===== src/rtl/selection_credit.sv =====
// Per-input output-direction selection with per-direction downstream credit tracking.
// Each input locks the candidate with the most credits until its packet tail departs.
//
// state    | meaning
// ---------+-----------------------------------------------------------
// S_IDLE   | no direction held; evaluates the candidate list every cycle
// S_LOCKED | direction held for the current packet until i_release
module selection_credit #(
   parameter int N            = 5,
   parameter int M            = 3,
   parameter int CREDIT_DEPTH = 4,
   parameter int CW           = $clog2(CREDIT_DEPTH + 1)
) (
   input  logic                       clk,
   input  logic                       reset,
   input  logic [0:N-1]               i_select_neighbor,
   input  logic [0:N-1][0:M-1][1:0]   i_avail_directions,
   input  logic [0:N-1]               i_release,
   input  logic [0:3]                 i_flit_sent,
   input  logic [0:3]                 i_credit_return,
   output logic [0:N-1]               o_output_valid,
   output logic [0:N-1][1:0]          o_output_dir,
   output logic [0:3][CW-1:0]         o_credits,
   output logic                       o_credit_err
);

   typedef enum logic {S_IDLE = 1'b0, S_LOCKED = 1'b1} state_t;

   state_t                state_q [N];
   state_t                state_d [N];
   logic [0:N-1][1:0]     dir_q, dir_d;
   logic [0:3][CW-1:0]    credits_q, credits_d;
   logic                  err_q, err_d;

   always_comb begin
      credits_d = credits_q;
      err_d     = err_q;
      for (int d = 0; d < 4; d++) begin
         if (i_flit_sent[d] && !i_credit_return[d]) begin
            if (credits_q[d] == '0) err_d = 1'b1;
            else                    credits_d[d] = credits_q[d] - CW'(1);
         end else if (i_credit_return[d] && !i_flit_sent[d]) begin
            if (credits_q[d] == CW'(CREDIT_DEPTH)) err_d = 1'b1;
            else                                  credits_d[d] = credits_q[d] + CW'(1);
         end
      end
   end

   // Selection reads credits_q, i.e. the value before this cycle's update.
   always_comb begin
      int          cnt;
      logic        found;
      logic [1:0]  best_dir;
      logic [CW-1:0] best_cred;
      logic [1:0]  cand;
      dir_d = dir_q;
      for (int i = 0; i < N; i++) begin
         state_d[i] = state_q[i];
         cnt        = int'(i_avail_directions[i][M-1]);
         found      = 1'b0;
         best_dir   = 2'd0;
         best_cred  = '0;
         for (int s = 0; s < M - 1; s++) begin
            cand = i_avail_directions[i][s];
            // Strict compare keeps the lowest slot on a tie.
            if (s < cnt && credits_q[cand] > best_cred) begin
               found     = 1'b1;
               best_dir  = cand;
               best_cred = credits_q[cand];
            end
         end
         case (state_q[i])
            S_IDLE: begin
               if (i_select_neighbor[i] && cnt > 0 && cnt <= M - 1 && found) begin
                  state_d[i] = S_LOCKED;
                  dir_d[i]   = best_dir;
               end
            end
            S_LOCKED: begin
               if (i_release[i]) state_d[i] = S_IDLE;
            end
            default: state_d[i] = S_IDLE;
         endcase
      end
   end

   always_ff @(posedge clk) begin
      if (reset) begin
         for (int i = 0; i < N; i++) state_q[i] <= S_IDLE;
         dir_q <= '0;
         for (int d = 0; d < 4; d++) credits_q[d] <= CW'(CREDIT_DEPTH);
         err_q <= 1'b0;
      end else begin
         for (int i = 0; i < N; i++) state_q[i] <= state_d[i];
         dir_q     <= dir_d;
         credits_q <= credits_d;
         err_q     <= err_d;
      end
   end

   always_comb begin
      for (int i = 0; i < N; i++) o_output_valid[i] = (state_q[i] == S_LOCKED);
   end

   assign o_output_dir = dir_q;
   assign o_credits    = credits_q;
   assign o_credit_err = err_q;

endmodule


===== config.mk =====
export PLATFORM = sky130hd
export DESIGN_NAME = selection_credit
export DESIGN_NICKNAME = d
export VERILOG_FILES = /design/src/rtl/selection_credit.sv
export SDC_FILE = /design/constraint.sdc
export NUM_CORES = 1
export LEC_CHECK = 0
export BUFFER_PORTS_ARGS = -buffer_cell sky130_fd_sc_hd__buf_2
export CORE_ASPECT_RATIO = 1.5
export CORE_UTILIZATION = 35
export CTS_BUF_LIST = sky130_fd_sc_hd__clkbuf_4
export CTS_CLUSTER_DIAMETER = 200
export DETAILED_ROUTE_END_ITERATION = 12
export GPL_ROUTABILITY_DRIVEN = 0
export PLACE_DENSITY = 0.55
export SYNTH_ARGS = -nofsm -noshare
export SYNTH_HDL_FRONTEND = slang
export SYNTH_SLANG_ARGS = --single-unit

===== constraint.sdc =====
create_clock -name clk -period 2.4 [get_ports clk]
set_input_delay 0.36 -clock clk [delete_from_list [all_inputs] [get_ports clk]]
set_output_delay 0.36 -clock clk [all_outputs]
set_load 0.005 [all_outputs]

==> flow_summary.yaml <==
logic_synthesis:
  avgSynthCellArea_um2: 9.64
  syn_nets: 385
  netlist_instances: 308
  ys_ff_latch: 28
  synth_area_mm2: 0.00297
  yosysSeqAreaShare_pct: 18.9
  yosysWarnings: 0
  ys.flop_type: "dfxtp_1"
  ys_types: 35
  synth_enable_flop_cells: 0
  ys_async_sr_fraction_pct: 0
global_routing:
  overflow: 0
  grt_pass1_vias: 2788
  grtUsageTotal_pct: 17.9
  grt_pass1_wl_mm: 12.7
  grt_max_degree: 29
  antenna_found_initial: 0
clocking:
  numCtsBuffers: 3
  clk_path_buf_depth: 2
  root_buffer: "clkbuf_4"
  cts.sinks: 28
  worst_skew_pair.late_latency_ns: 0.36
  tritoncts: "yes"
  htreeDepth: 1
  clk_pin_slew_ns: 0.17
cells_and_area:
  fin_cells: 524
  nFillCells: 793
  drive_above_1_share_pct: 43.7
  n_antenna_cell: 0
  final_cell_mix: "buf_2 (77), nor2_1 (44), buf_4 (41)"
  fin_util_pct: 48.5
  layout_commonest_cell: "buf_2"
  design_area_mm2: 0.00393
  final_nets: 497
  area_growth_pct: 32.3
setup_path:
  crit_buf_inv: 2
  required_ns: 2.68
  slowest_stage: "mux4_1"
  critical_path.top_delay_family: "compound AO/OA/AOI/OAI gates"
  crit_top_cell: "buf_6"
  crit_chain: "buf_6 > buf_6 > mux4_1 > ha_4 > nand3_2 > o211ai_1 > o221a_2 > a22o_1 > o221a_1"
  crit_type: "flop to flop"
  cp-end-kind: "flop"
  critical_path.max_fanout: 5
  start_kind: "flop"
  cp_data_arrival_time_ns: 2.66
  critPathMaxStageDelay_ns: 0.57
route:
  wl_mm: 8.34
  firstDrtPassIters: 4
  antenna_left: 0
  routedWlPerCell_um: 15.9
  vias_per_cell: 5.47
  drc_errors: 0
  vias: 2864
  first_iter_violations: 182
sta:
  setup_viol: 0
  final_max_slew_viol_count: 0
  hold_violations: 0
  post-route-min-period_ns: 2.38
  skew_ns: 0.00737
  max_slew_margin_pct: 64.0
  fin_tns_setup_ns: 0
  tightestPinTransition_ns: 0.539
  rsz0062_at_grt: "true"
  fin_ws_ns: 0.0184
  fin_crit_sh_pct: 99.2
  fmax_mhz: 420
  fin_hold_ws_ns: 0.239
placed_design:
  place_inst: 504
  pre_cts_ws_ns: -0.120
  dpl_cell_area_mm2: 0.00363
  dpl.hpwl_mm: 6.01
  portBuffers: 77
run:
  drv_cap: 0
die:
  io_pins: 78
  die_x_um: 77.2
  start_util_pct: 36.6
  die_y_um: 115
  dieArea_mm2: 0.00887
  rows: 40
  core_mm2: 0.00811
outcome:
  status: "finished, final reports clean"
hold_path:
  hp-class: "primary input to flop"
pwr:
  vdd_drop_max_mv: 0.213
  p_leak_nw: 1.69
  power_density_mw_per_mm2: 425
  power_mw: 1.67
[where the power goes]
part / switching, mW / leakage, nW / total, mW / internal (mW)
sequential: 0.0746 / 0.234 / 0.589 / 0.515
clock: 0.164 / 0.0154 / 0.226 / 0.0614
combinational: 0.393 / 1.44 / 0.856 / 0.463
[kinds of logic (layout without fill, tap and decap cells)]
family | Yosys count | after routing | synth area share (%)
buffers and inverters | 42 | 153 | 5.90
AOI/OAI and AO/OA | 80 | 80 | 19.9
and+or+nand+nor | 87 | 87 | 14.5
xor gates and xnor gates | 13 | 13 | 3.83
adders and majority gates | 27 | 27 | 12.4
DFF | 28 | 28 | 18.9
muxes | 31 | 31 | 24.6
[metal layers]
metal / GRT usage [%] / wire (um) / vias up
met2: 34.4 / 4580 / 83
met4: 8.18 / 181 / 0
met5: 0 / 0 / -
met1: 19.5 / 3240 / 1380
met3: 1.67 / 342 / 12
li1: - / - / 1389
[worst register-to-register path: cells and delay by family, from the launching register on]
family          cells  cell delay (ns)
fa+ha+maj           1             0.26
compound gates      4             0.81
flops               1             0.39
buf+inv             2             0.24
mux                 1             0.57
simple gates        1             0.05
[synthesized netlist by cell type (6+ instances only)]
master    count  area share, %
a21oi_1      14            2.4
a22o_1       10            2.9
clkbuf_1      8            1.0
dfxtp_1      28             19
ha_1         23            9.7
inv_1        27            3.4
mux4_1       12             11
mux4_2       18             14
nand2_1       7           0.88
nor2_1       44            5.6
o21ai_0      17            2.9
o21bai_1      6            1.5
o221a_1      10            3.8
xor2_1        8            2.4
[cell type report]
class                   count  area (um^2)  share of cell area [%]
flip-flops and latches     28          598                    15.2
clock inverters             1         3.75                  0.0955
repair buffers            122          738                    18.8
clock buffers               3         22.5                   0.573
multi-input cells         238         2330                    59.4
well taps                 105          131                    3.34
inverters                  27          101                    2.58
[final timing paths]
| path | cells past startpoint | to | from | slack (ns) |
|---|---|---|---|---|
| hold reg to reg | 2 | state_q[0][1] | state_q[0][1] | 0.49 |
| hold / removal | 3 | state_q[0][1] | i_release[1] | 0.24 |
| setup / recovery | 9 | o_output_dir[4] | o_credits[4] | 0.02 |
| setup reg to reg | 9 | o_output_dir[4] | o_credits[4] | 0.02 |
[sequential cells by signal, summed over array words and instances (netlist names)]
name          count
o_credit_err      1
o_credits        12
o_output_dir     10
state_q           5
[timing repair]
item,in CTS,in global routing
endpoints found under the setup margin,6,13
gates resized for setup,7,58
cloned,0,0
pin swaps,0,15
buffers inserted,0,16
hold buffers,0,0
Note: power is estimated with default switching activity, not from simulation.
